File: src/rtl/logic_unit_sequencer.sv
// logic_unit_sequencer: command-side front end for the 32-bit logic unit.
// Accepts one op at a time, drives f1/f0/a/b to the logic unit, holds them
// for SETTLE cycles, captures the result and returns it on a response channel.
module logic_unit_sequencer #(
  parameter int WIDTH  = 32,
  parameter int SETTLE = 1,
  parameter int CNT_W  = 16
) (
  input  logic             clk,
  input  logic             rst_n,
  input  logic             cmd_valid,
  output logic             cmd_ready,
  input  logic [1:0]       cmd_op,
  input  logic [WIDTH-1:0] cmd_a,
  input  logic [WIDTH-1:0] cmd_b,
  output logic             lu_f1,
  output logic             lu_f0,
  output logic [WIDTH-1:0] lu_a,
  output logic [WIDTH-1:0] lu_b,
  input  logic [WIDTH-1:0] lu_out,
  output logic             rsp_valid,
  input  logic             rsp_ready,
  output logic [WIDTH-1:0] rsp_data,
  output logic             rsp_err,
  output logic [CNT_W-1:0] op_count
);

  localparam logic [1:0] ST_IDLE  = 2'b00;
  localparam logic [1:0] ST_ISSUE = 2'b01;
  localparam logic [1:0] ST_RESP  = 2'b10;

  // Last settle-count value; the result is captured on the edge that sees it.
  localparam logic [3:0] SETTLE_LAST = 4'(SETTLE - 1);

  localparam logic [CNT_W-1:0] CNT_ONE = {{(CNT_W-1){1'b0}}, 1'b1};

  logic [1:0] state_r;
  logic [3:0] settle_cnt_r;

  // Request channel is open only while nothing is in flight.
  assign cmd_ready = (state_r == ST_IDLE);

  // Sequencer state, settle counter and logic-unit drives.
  always_ff @(posedge clk) begin
    if (!rst_n) begin
      state_r      <= ST_IDLE;
      settle_cnt_r <= 4'd0;
      lu_f1        <= 1'b0;
      lu_f0        <= 1'b0;
      lu_a         <= {WIDTH{1'b0}};
      lu_b         <= {WIDTH{1'b0}};
    end else begin
      case (state_r)
        ST_IDLE: begin
          if (cmd_valid) begin
            // An illegal op (00) loads 00 into f1/f0, so the unit stays idle.
            lu_f1        <= cmd_op[1];
            lu_f0        <= cmd_op[0];
            lu_a         <= cmd_a;
            lu_b         <= cmd_b;
            settle_cnt_r <= 4'd0;
            state_r      <= (cmd_op == 2'b00) ? ST_RESP : ST_ISSUE;
          end
        end
        ST_ISSUE: begin
          if (settle_cnt_r == SETTLE_LAST) begin
            // Result captured this edge; park the unit, keep operands as-is.
            lu_f1        <= 1'b0;
            lu_f0        <= 1'b0;
            settle_cnt_r <= 4'd0;
            state_r      <= ST_RESP;
          end else begin
            settle_cnt_r <= settle_cnt_r + 4'd1;
          end
        end
        ST_RESP: begin
          if (rsp_ready) begin
            state_r <= ST_IDLE;
          end
        end
        default: begin
          lu_f1        <= 1'b0;
          lu_f0        <= 1'b0;
          settle_cnt_r <= 4'd0;
          state_r      <= ST_IDLE;
        end
      endcase
    end
  end

  // Response channel: capture result or error, hold until consumed.
  always_ff @(posedge clk) begin
    if (!rst_n) begin
      rsp_valid <= 1'b0;
      rsp_data  <= {WIDTH{1'b0}};
      rsp_err   <= 1'b0;
    end else begin
      case (state_r)
        ST_IDLE: begin
          if (cmd_valid && (cmd_op == 2'b00)) begin
            rsp_valid <= 1'b1;
            rsp_data  <= {WIDTH{1'b0}};
            rsp_err   <= 1'b1;
          end
        end
        ST_ISSUE: begin
          if (settle_cnt_r == SETTLE_LAST) begin
            rsp_valid <= 1'b1;
            rsp_data  <= lu_out;
            rsp_err   <= 1'b0;
          end
        end
        ST_RESP: begin
          if (rsp_ready) begin
            rsp_valid <= 1'b0;
          end
        end
        default: begin
          rsp_valid <= 1'b0;
        end
      endcase
    end
  end

  // Completed-operation counter: successful responses only, wraps naturally.
  always_ff @(posedge clk) begin
    if (!rst_n) begin
      op_count <= {CNT_W{1'b0}};
    end else if ((state_r == ST_RESP) && rsp_ready && !rsp_err) begin
      op_count <= op_count + CNT_ONE;
    end else begin
      op_count <= op_count;
    end
  end

endmodule

File: config.mk
export PLATFORM = sky130hd
export DESIGN_NAME = logic_unit_sequencer
export DESIGN_NICKNAME = d
export VERILOG_FILES = /design/src/rtl/logic_unit_sequencer.sv
export SDC_FILE = /design/constraint.sdc
export NUM_CORES = 1
export LEC_CHECK = 0
export CAP_MARGIN = 20
export CORE_AREA = 2 2 108 110
export DETAILED_ROUTE_END_ITERATION = 16
export DIE_AREA = 0 0 110 112
export PLACE_DENSITY = 0.81
export RECOVER_POWER = 25
export SLEW_MARGIN = 30
export SYNTH_ARGS = -nofsm -noshare
export SYNTH_HDL_FRONTEND = slang
export SYNTH_SLANG_ARGS = --single-unit
File: constraint.sdc
create_clock -name clk -period 4.86 [get_ports clk]
set_input_delay 0.729 -clock clk [delete_from_list [all_inputs] [get_ports clk]]
set_output_delay 0.729 -clock clk [all_outputs]
set_load 0.05 [all_outputs]
* Yosys cells after proc, flatten, opt, wreduce, memory -nomap -nowiden
Cells that the tools add are included.
** Storage, ports and cells
- Bits in registers :: 122
- Input bits :: 102
- Output and inout bits :: 117
** Cells by class
- Add/sub/neg operators :: 2
- Equal/unequal tests :: 6
- Mux-type cells :: 21
- Bitwise gates (word level) :: 1
- Reduce and logical (&&, ||, !) cells :: 14
** Operators with widths (number)
- $mux 32 :: 2
- $pmux 32 s2 :: 1
- $add 16x1->16 const B :: 1
- $pmux 4 s3 :: 1
- $reduce_and 3->1 :: 4
- $pmux 1 s3 :: 3
- $mux 2 :: 4
- $mux 4 :: 2
- $mux 1 :: 6
- $ne 2x2->1 const B :: 3
- $pmux 2 s3 :: 1
- $add 4x1->4 const B :: 1
- $logic_not 2->1 :: 2
- $logic_not 4->1 :: 1
- $reduce_and 2->1 :: 2
- $logic_and 1x1->1 :: 3
- $eq 2x1->1 const B :: 1
- $eq 2x2->1 const B :: 1
- $ne 2x1->1 const B :: 1
- $pmux 1 s2 :: 1
- $reduce_bool 2->1 :: 1
- $logic_not 1->1 :: 1
- $not 1->1 :: 1

* Longest topological paths before layout
- Depth in word-level cells :: 4
- Gate-level depth with buffers :: 7
- Depth with buffers taken out :: 6

* Least setup slack after synthesis
No wires, ideal clock.
- Kind :: register to register
- Start point :: reg state_r[1]
- End point :: reg lu_a[0]
- Library setup time :: 0.132 ns
- Arrival :: 1.986 ns
- Data required time :: 4.728 ns
- Path slack :: 2.741 ns
- Stages on the path, launching flop included :: 7
- Buffers on the path :: 2
- Cells stage by stage :: dfxtp_1 buf_2 nor2_1 nand2_1 clkbuf_1 nand2_1 a21oi_1
** On the way
- Word-level cells in the longest chain between the ends :: 2
** Ends and longest elaborated chain
- start, declared :: RTL line 37 : logic [1:0] state_r;
- start signal, assigned :: RTL line 62 : state_r <= (cmd_op == 2'b00) ? ST_RESP : ST_ISSUE;
- $logic_not 2->1
- named net cmd_ready :: RTL line 12 : output logic cmd_ready,
- $reduce_and 2->1 (no line)
- end signal, assigned :: RTL line 50 : lu_a <= {WIDTH{1'b0}};
- end signal, assigned :: RTL line 59 : lu_a <= cmd_a;
- end, declared :: RTL line 18 : output logic [WIDTH-1:0] lu_a,
The timed path passes the listed nets, and every way through them passes these cells.
A chain may end at the register's enable or synchronous reset.

==> flow_summary.toml <==
[synth]
syn_area_per_cell_um2 = 8.86
synth_seq_area_share_pct = 55.5
synth_top_flop_cell = "sky130_fd_sc_hd__dfxtp_1"
yosysWarningCount = 0
syn-num-nets = 601
synth.ff_latch_count = 122
ys_async_sr_fraction_pct = 0
netlist_top_cells_area = "sky130_fd_sc_hd__dfxtp_1 (56%), sky130_fd_sc_hd__nand2_1 (12%), sky130_fd_sc_hd__a21oi_1 (8.4%), sky130_fd_sc_hd__a22o_1 (6.4%), sky130_fd_sc_hd__nor2_1 (1.9%)"
synth_enable_flop_cells = 0
postSynthCellCount = 496
post-synth-top-area-fraction_pct = 55.5
synth.cell_area_um2 = 4400
post-synth-top-area-cell = "sky130_fd_sc_hd__dfxtp_1"
post_synth_num_cell_types = 41

[pwr]
total_leakage_power_nw = 2.69
design_power_total_mw = 2.99
power-per-cell-area_nw_per_um2 = 414
worst_ir_drop_vdd_v = 0.000204

[floorplanning]
dieArea_um2 = 12300
io_pins = 219
placement_rows = 39
die_width_um = 110
core_region_area_um2 = 11200
start_util_pct = 39.3
floorplan.die.height_um = 112

[timing]
postLayoutSetupSlackWorst_ns = 1.25
rsz_0062_raised_after_global_routing = "no"
min_period_ns = 3.61
setup_tns_ns = 0
slew-limit-headroom_pct = -32.7
final-max-slew-violation-count = 33
final.setup_skew_ns = 0.00944
post-route-period-util_pct = 74.3
timing_worst_slew_pin_value_ns = 1.98
max_freq_mhz = 277
timing.final.hold_violations = 0
report.final.setup_viol = 0
holdWs_ns = 0.449

[critical_path]
critical_path.reg2reg.startpoint = "settle_cnt_r[0]$_SDFFE_PN0P_"
timing.critical_path.from_type = "primary input"
setup.reg_to_reg.worst_slack_ns = 2.10
data_required_time_at_the_worst_endpoint_ns = 5.20
critPathMaxFanout = 42
crit_path_from = "rst_n"
worst-setup-path-type = "in -> reg"
worst_setup_path_end_kind = "flop"
arrival_ns = 3.95

[layout]
multi_input_comb_area_um2 = 1780
filler_cell_count_in_the_final_layout = 940
drive_gt1_share_pct = 6.00
syn_to_final_growth_pct = 64.7
diodes = 0
area.sequential_um2 = 2440
core_utilization_of_the_finished_layout_pct = 64.8
final_net_count = 809

[drt]
drt_first_pass_iters = 4
route.detailed.wl_per_inst_um = 14.8
detail_route.wirelength_mm = 12.7
num_vias = 4267
drcViolationCount = 0
routed_via_density = 4.96
ant_nets = 0
iteration_0_drc_markers = 277

[place]
preCtsSetupSlack_ns = 2.14
post-dp-hpwl_mm = 8.89
gp_routability_congestion = 0.793
port_buffers = 218

[min_path]
worst_hold_startpoint = "lu_a[8]$_SDFFE_PN0P_"
worst_hold_path_type = "reg -> reg"

[clocking]
clock_tree.buffer_depth = 2
clock-sinks = 122
htree_levels = 4
cts_made_buffers = 17
clkTransAtPathRegs_ns = 0.06
cts_hold_repair.buffers = 0
clock_tree_root_buffer_cell = "sky130_fd_sc_hd__clkbuf_16"
cts_tree = "built"
cts_resized = 0
cts.repair_timing.setup_buffer_count = 0
clock_insertion_delay_worst_skew_ns = 0.41

[run]
max_cap_viol_count = 1

[outcome]
status = "finished, violations left"
failing_checks = "max-capacitance violations, max-slew violations"

[grt]
antenna_found_initial = 0
grt_pass1_wl_mm = 19.8
grt_max_degree = 65
grt_usage_pct = 20.6
grt_pass1_vias = 4196
overflow = 0
[where the power goes]
part	switching, mW	internal, mW	total (mW)
Sequential	0.0381	1.07	1.10
Combinational	0.381	0.226	0.607
Clock	0.507	0.775	1.28
Total	0.926	2.07	2.99
[final timing paths]
kind | to | cells after the start
max | rsp_data[25]$_SDFFE_PN0P_ | 4
min | lu_a[8]$_SDFFE_PN0P_ | 2
max reg2reg | rsp_data[25]$_SDFFE_PN0P_ | 6
min reg2reg | lu_a[8]$_SDFFE_PN0P_ | 2
[cell usage after synthesis (all sizes together), types with 3 or more instances]
cell type	n
nand2	140
dfxtp	122
a21oi	75
a22o	32
nor2	22
buf	16
clkbuf	15
xnor2	8
inv	7
nand3	7
o21ai	7
nor3	6
nor4	4
ha	3
nand2b	3
nand4	3
xor2	3
[flip-flops by register name, summed over array words and instances (netlist names)]
signal / cells
lu_b: 32
lu_f0: 1
op_count: 16
rsp_data: 32
lu_f1: 1
rsp_valid: 1
state_r: 2
settle_cnt_r: 4
lu_a: 32
rsp_err: 1
[final cells by class]
class,instances,area share [%]
repair buffers,220,30.5
inverters,7,0.363
clock inverters,15,2.45
well taps,143,2.47
flip-flops and latches,122,33.7
clock buffers,17,5.88
multi-input cells,336,24.6
[worst max-delay path, stage by stage]
cell and delay [ns]:
sky130_fd_sc_hd__dlygate4sd3_1 0.62, sky130_fd_sc_hd__inv_1 0.56, sky130_fd_sc_hd__nor2_1 1.71, sky130_fd_sc_hd__a22o_1 0.32
[per-stage QoR]
step / cell area, µm² / cells
after detailed placement: 6660 / 828
after CTS: 7260 / 860
after floorplan: 4400 / 496
after global placement: 6630 / 827
after global routing: 7240 / 860
final: 7240 / 860
[layer usage]
layer	share of wire [%]	vias to the layer above	global-route usage (%)
met5	0	-	0
met4	2.7	0	10.2
met3	7.3	27	6.15
met2	51	145	35.1
met1	39	1987	22.9
li1	-	2108	-
[placed cells by master (no fill, tap or decap), types with 3 or more instances in the layout]
| cell | n |
|---|---|
| sky130_fd_sc_hd__a21oi_1 | 74 |
| sky130_fd_sc_hd__nand4_1 | 3 |
| sky130_fd_sc_hd__inv_6 | 6 |
| sky130_fd_sc_hd__ha_1 | 3 |
| sky130_fd_sc_hd__nand2b_1 | 3 |
| sky130_fd_sc_hd__a22o_1 | 32 |
| sky130_fd_sc_hd__clkdlybuf4s50_1 | 210 |
| sky130_fd_sc_hd__inv_1 | 7 |
| sky130_fd_sc_hd__clkinvlp_4 | 3 |
| sky130_fd_sc_hd__inv_8 | 3 |
| sky130_fd_sc_hd__nand2_1 | 139 |
| sky130_fd_sc_hd__nor3_1 | 5 |
| sky130_fd_sc_hd__o21ai_0 | 7 |
| sky130_fd_sc_hd__xnor2_1 | 8 |
| sky130_fd_sc_hd__nor4_1 | 4 |
| sky130_fd_sc_hd__nor2_1 | 22 |
| sky130_fd_sc_hd__xor2_1 | 3 |
| sky130_fd_sc_hd__clkbuf_16 | 17 |
| sky130_fd_sc_hd__dlygate4sd3_1 | 8 |
| sky130_fd_sc_hd__nand3_1 | 7 |
| sky130_fd_sc_hd__dfxtp_1 | 122 |
[kinds of logic after synthesis]
| logic type | count (synthesis) | share of synthesized area (%) |
|---|---|---|
| flip-flops | 122 | 55.5 |
| adder cells (fa/ha/maj) | 3 | 0.854 |
| XOR/XNOR | 11 | 2.19 |
| multiplexers | 2 | 0.455 |
| buffers and inverters | 38 | 3.90 |
| AO/OA/AOI/OAI | 118 | 16.5 |
| AND/OR/NAND/NOR | 202 | 20.5 |
Power figures use the tool's default switching activity.
